**src/rtl/uart_rx_ctrl.sv**
```systemverilog
// UART receive sequencer: 2-flop synchronizer, 16x tick generator and a single FSM
// that samples start/data/stop bits mid-bit and presents bytes via valid/ack.
module uart_rx_ctrl #(
  parameter int CLK_HZ     = 50000000,
  parameter int BAUD       = 9600,
  parameter int OVERSAMPLE = 16
) (
  input  logic       CLOCK_50,
  input  logic       reset,
  input  logic       DataIn,
  input  logic       rdAck,
  output logic [7:0] DataOut,
  output logic       charRX,
  output logic       frameErr,
  output logic       overrun,
  output logic       busy
);

  localparam int DIV = CLK_HZ / (BAUD * OVERSAMPLE);
  localparam int TW  = (DIV > 1) ? $clog2(DIV) : 1;

  typedef enum logic [1:0] {IDLE, START, DATA, STOP} state_t;

  state_t          state, state_n;
  logic            sync1, rx_s;
  logic [TW-1:0]   tcnt, tcnt_n;
  logic            tick;
  logic [3:0]      sub, sub_n;
  logic [2:0]      bitcnt, bitcnt_n;
  logic [7:0]      shift, shift_n;
  logic            armed, armed_n;
  logic            load, ferr_set;

  assign tick = (state != IDLE) && (tcnt == TW'(DIV - 1));
  assign busy = (state != IDLE);

  always_comb begin
    state_n  = state;
    sub_n    = sub;
    bitcnt_n = bitcnt;
    shift_n  = shift;
    armed_n  = 1'b0;
    load     = 1'b0;
    ferr_set = 1'b0;
    tcnt_n   = (state == IDLE || tick) ? '0 : tcnt + 1'b1;
    unique case (state)
      IDLE: begin
        // armed only re-arms after the line has been seen high, so a held-low
        // line (break or post-error) cannot start a new frame
        armed_n = armed | rx_s;
        if (armed && !rx_s) begin
          state_n  = START;
          sub_n    = '0;
          bitcnt_n = '0;
          armed_n  = 1'b0;
        end
      end
      START: begin
        if (tick) begin
          if (sub == 4'd7) begin
            sub_n    = '0;
            bitcnt_n = '0;
            state_n  = rx_s ? IDLE : DATA;
          end else begin
            sub_n = sub + 1'b1;
          end
        end
      end
      DATA: begin
        if (tick) begin
          sub_n = sub + 1'b1;
          if (sub == 4'd15) begin
            shift_n  = {rx_s, shift[7:1]};
            bitcnt_n = bitcnt + 1'b1;
            if (bitcnt == 3'd7) state_n = STOP;
          end
        end
      end
      STOP: begin
        if (tick) begin
          sub_n = sub + 1'b1;
          if (sub == 4'd15) begin
            state_n  = IDLE;
            load     = rx_s;
            ferr_set = !rx_s;
          end
        end
      end
      default: state_n = IDLE;
    endcase
  end

  always_ff @(posedge CLOCK_50 or negedge reset) begin
    if (!reset) begin
      state  <= IDLE;
      sync1  <= 1'b1;
      rx_s   <= 1'b1;
      tcnt   <= '0;
      sub    <= '0;
      bitcnt <= '0;
      shift  <= '0;
      armed  <= 1'b0;
    end else begin
      state  <= state_n;
      sync1  <= DataIn;
      rx_s   <= sync1;
      tcnt   <= tcnt_n;
      sub    <= sub_n;
      bitcnt <= bitcnt_n;
      shift  <= shift_n;
      armed  <= armed_n;
    end
  end

  // A load takes priority over a same-cycle acknowledge; set beats clear on flags.
  always_ff @(posedge CLOCK_50 or negedge reset) begin
    if (!reset) begin
      DataOut  <= '0;
      charRX   <= 1'b0;
      frameErr <= 1'b0;
      overrun  <= 1'b0;
    end else begin
      if (load) begin
        DataOut <= shift;
        charRX  <= 1'b1;
      end else if (rdAck && charRX) begin
        charRX <= 1'b0;
      end

      if (load && charRX && !rdAck) overrun <= 1'b1;
      else if (rdAck)               overrun <= 1'b0;

      if (ferr_set)   frameErr <= 1'b1;
      else if (rdAck) frameErr <= 1'b0;
    end
  end

endmodule

```
**config.mk**
```make
export PLATFORM = sky130hd
export DESIGN_NAME = uart_rx_ctrl
export DESIGN_NICKNAME = d
export VERILOG_FILES = /design/src/rtl/uart_rx_ctrl.sv
export SDC_FILE = /design/constraint.sdc
export NUM_CORES = 1
export LEC_CHECK = 0
export BUFFER_PORTS_ARGS = -buffer_cell sky130_fd_sc_hd__clkbuf_2
export CAP_MARGIN = 20
export CELL_PAD_IN_SITES_DETAIL_PLACEMENT = 0
export CELL_PAD_IN_SITES_GLOBAL_PLACEMENT = 2
export CORE_MARGIN = 5
export CORE_UTILIZATION = 40
export CTS_CLUSTER_DIAMETER = 40
export CTS_CLUSTER_SIZE = 14
export DETAILED_ROUTE_END_ITERATION = 8
export PLACE_DENSITY = 0.9
export SYNTH_ARGS = -nofsm -noshare
export SYNTH_HDL_FRONTEND = slang
export SYNTH_SLANG_ARGS = --single-unit
```
**constraint.sdc**
```tcl
create_clock -name CLOCK_50 -period 2.9 [get_ports CLOCK_50]
set_input_delay 0.58 -clock CLOCK_50 [delete_from_list [all_inputs] [get_ports CLOCK_50]]
set_output_delay 0.58 -clock CLOCK_50 [all_outputs]
set_load 0.1 [all_outputs]
```
### Word level (Yosys, flattened, before mapping)

Cells that the tools add are included.

* $add $sub $neg: 3
* $mul: 0
* divide/modulo/power cells: 0
* order comparisons: 0
* eq/ne operators: 16
* shift-type cells: 0
* mux-type cells: 35
* bitwise operators: 1
* reductions and logical operators: 19

Operator list (number)
* $mux W2: 9
* $mux W4: 4
* $mux W3: 5
* $ne A2 B2 Y1 const B: 7
* $mux W1: 13
* $pmux W4 S3: 1
* $add A9 B1 Y9 const B: 1
* $eq A9 B9 Y1 const B: 1
* $mux W9: 1
* $pmux W3 S3: 1
* $pmux W2 S4: 1
* $reduce_and A8 Y1: 1
* $reduce_bool A2 Y1: 4
* $reduce_and A3 Y1: 2
* $reduce_and A6 Y1: 1
* $logic_and A1 B1 Y1: 5
* $add A4 B1 Y4 const B: 1
* $eq A2 B2 Y1 const B: 2
* $eq A4 B3 Y1 const B: 1
* $eq A4 B4 Y1 const B: 1
* $ne A2 B1 Y1 const B: 2
* $add A3 B1 Y3 const B: 1
* $eq A3 B3 Y1 const B: 1
* $reduce_bool A3 Y1: 1
* 6 further kinds: 7

* flip-flop bits (word level): 40
* bits in latches: 0
* bits in writable memories: 0
* memory bits (read-only): 0
* output and inout port bits: 12
* word-level logic and storage cells: 86
* memories: 0

### Depth between registers and ports, before layout

* word-level depth: 7
* depth in mapped cells: 7
* depth with buffers taken out: 6

### Worst setup path after synthesis

No wires, ideal clock.

* kind: reg-to-reg
* from: reg with a tool-made name
* to: reg state[0]
* setup time: 87 ps
* data arrival time: 1922 ps
* slack: 892 ps
* stages on the path, launching flop included: 6
* buffers on the path: 1
* period minus slack after synthesis: 2008 ps
* cell sequence: dfrtp_1 -> or2_2 -> buf_2 -> a31oi_1 -> or4b_1 -> o211ai_1

RTL lines
* end signal, assigned: line 104 `state <= state_n;`
* end, declared: line 24 `state_t state, state_n;`

### Final worst setup path

* from: reg tcnt[0]
* to: reg DataOut[7]

* longest elaborated chain between the ends: 4

RTL lines
* start, declared: line 26 `logic [TW-1:0] tcnt, tcnt_n;`
* start signal, assigned: line 107 `tcnt <= tcnt_n;`
* $eq A9 B9 Y1: line 34 `assign tick = (state != IDLE) && (tcnt == TW'(DIV - 1));`
* $logic_and A1 B1 Y1: line 34
* $mux W1: line 80 `if (tick) begin`
* $mux W1: line 46 `unique case (state)`
* end signal, assigned: line 124 `DataOut <= shift;`
* end, declared: line 12 `output logic [7:0] DataOut,`

No other way between the ends.
A chain may end at the register's enable or synchronous reset.

==> out/metrics.csv <==
metric,value,unit
Starting Density,0.4121,
DRC,0,
via count,1179,
nets,180,
CORE AREA,0.004354,mm²
"delay-heaviest family, CP",simple AND/OR/NAND/NOR gates,
cell row count,24,
Post-CTS Resized,0,
Worst path slowest cell,and3_1,
sequential power share,0.501,
Critical Path Fanout Max,9,
crit share post-route,0.7624,
I/O pin count,16,
Setup crit start kind,register,
Sink Count,40,
WS Path Type,register to register,
maxcap violations,0,
combinational power share,0.123,
Die Wd,76.98,µm
DRT iter0 DRCs,51,
fin crit period,2.211,ns
CTS tree,built,
IO Port Bufs,15,
post-route cell area,0.002054,mm²
global-route wire length before repair,5.754,mm
asr flop ratio synth,1.000,
"non-filler cells, final",224,
cts bufs inserted,5,
Final setup viols,0,
clock share of power,0.377,
"antenna viol nets, final",0,
Die Ht,76.98,µm
"Hold Violations, Final",0,
Worst Setup End Kind,register,
Worst Skew,0.01059,ns
Int Power,923.5,µW
setup TNS,0,ns
"Seq/Total Area, Yosys",0.5593,
status,"complete, no violations",
Layout area overhead,14.50,%
H-tree depth,2,
Synth Cell Area,0.001794,mm²
Switching Fraction,0.2691,
fill cell count,376,
RePlAce Congestion,0.8205,
register area,0.001003,mm²
Reg2Reg Depth,6,
Yosys Warn Count,0,
count of cell types in the netlist,39,
Synth Net Count,161,
Hold Buf Count CTS,0,
routed len/inst,14.55,µm
Clock transition at path regs,0.08,ns
clk_lat worst skew,0.29,ns
Post-DP HPWL,2.360,mm
Peak VDD IR,0.3232,mV
critical path depth in cells,6,
Post-synth top cells,"38 x dfrtp_1, 16 x mux2_2, 13 x nor2_1",
CTS Root Cell,clkbuf_8,
area fraction of the dominant cell type after synthesis,0.5300,
final slew viol count,0,
CTS Buffer Depth,2,
Hold Crit Class,input pin to asynchronous set/reset pin,
"Primary FF master, synth",dfrtp_1,
final wirelength,3.259,mm
Pleak,0.9872,nW
vias in the first global route,1240,
Worst-Margin Slew,0.5845,ns
Total GRT Usage,0.1200,
DP Area,0.001913,mm²
initial antenna violation count,0,
worst path arrival time,2.38,ns
die area,0.005925,mm²
share of cells above drive strength 1,0.2733,
placed insts,215,
Post-Syn Instances,152,
CP max stage delay,0.50,ns
# Post-CTS Setup Buffers,0,
largest net degree at the start of global routing,41,
via/cell ratio,5.263,
n_diodes,0,
P_sw,340.0,µW
"top cells by area, synth","dfrtp_1 53%, mux2_2 10%, ha_1 3.5%",
CP bufs+invs,1,
biggest area consumer among synthesized cells,dfrtp_1,
First-pass DRT Iterations,4,
multi-input logic area,739.5,µm²
Fmax achieved,452.3,MHz
syn avg cell area,11.80,µm²
post-synthesis register bit count,40,
CP Cell Sequence,"inv_1, ha_1, and4b_1, and2_0, and3_1, mux2_2",
most frequent cell after synthesis,dfrtp_1,
worst path required time,3.07,ns
Pwr per Cell Area,615.0,mW/mm²
Slew headroom,0.6085,
RSZ-0062 raised after global routing,false,
total gr overflow,0,
"EDFF count, synth",0,
## worst reg2reg max path, cell delays in order (launching register included)
cell and delay (ns):
dfrtp_1 0.42, inv_1 0.07, ha_1 0.14, and4b_1 0.27, and2_0 0.32, and3_1 0.50
mux2_2 0.39
## flip-flops by register name, indices dropped and copies added, names as in the netlist, named ones only
signal	cells
tcnt	9
DataOut	8
shift	8
sub	4
bitcnt	3
armed	1
charRX	1
frameErr	1
overrun	1
rx_s	1
state	1
sync1	1
## power groups by stage
stage | clock (mW) | combinational, mW | sequential (mW)
global placement | 0 | 0.150 | 0.642
floorplan | 0 | 0.127 | 0.628
finish | 0.476 | 0.155 | 0.632
global route | 0.513 | 0.177 | 0.638
detailed placement | 0 | 0.156 | 0.643
CTS | 0.489 | 0.157 | 0.632
## per-layer routing
layer  vias up  track usage  share of wire
met5         -            0              0
met4         0      0.04467          0.011
met3         5      0.04801          0.038
met2        18       0.1834           0.49
met1       584       0.1527           0.46
li1        572            -              -
## cells in the final DEF, fill, tap and decap left out, types with 2 or more instances in the layout
master	instances
dfrtp_1	38
mux2_2	16
clkbuf_2	15
nor2_1	13
nand2_1	11
inv_1	8
o21ai_0	8
nand3_1	6
clkbuf_8	6
xnor2_1	5
ha_1	5
or2_2	3
a41oi_1	3
o31ai_1	3
nor3_1	2
xor2_1	2
and3_1	2
nand4_1	2
dfstp_2	2
## final timing paths
kind,slack [ns],to,from
setup / recovery,0.69,DataOut[7],tcnt[0]
hold / removal,0.18,sub[0],reset
setup reg to reg,0.69,DataOut[7],tcnt[0]
hold reg to reg,0.36,rx_s,sync1
max in group asynchronous,2.18,rx_s,reset
min in group CLOCK_50,0.36,rx_s,sync1
## layout make-up
class / count / area share
Sequential cell: 40 / 0.4884
Multi-Input combinational cell: 100 / 0.3599
Clock buffer: 6 / 0.04019
Tap cell: 52 / 0.03167
Clock inverter: 2 / 0.01888
Timing Repair Buffer: 16 / 0.04629
Inverter: 8 / 0.01462
## cells by family (layout without fill, tap and decap cells)
kind of cell / count (synthesis) / in the layout / share of synthesized area
compound gates: 21 / 21 / 0.08020
simple gates: 51 / 51 / 0.1625
fa+ha+maj: 5 / 5 / 0.03487
xor+xnor: 7 / 7 / 0.03417
mux: 16 / 16 / 0.1004
flops: 40 / 40 / 0.5593
buf+inv: 12 / 32 / 0.02859
## through the flow
stage,hold WS (ns),utilization,power (mW),setup WS [ns]
after floorplan,0.2844,-,0.7554,0.8917
after global placement,0.3474,0.4394,0.7920,0.8143
after detailed placement,0.3551,0.4394,0.7990,0.7015
after CTS,0.3605,0.4672,1.278,0.6753
after global routing,0.1913,0.4718,1.328,0.5434
final,0.1785,0.4718,1.263,0.6890
No activity file was read; power rests on OpenSTA's default activity.
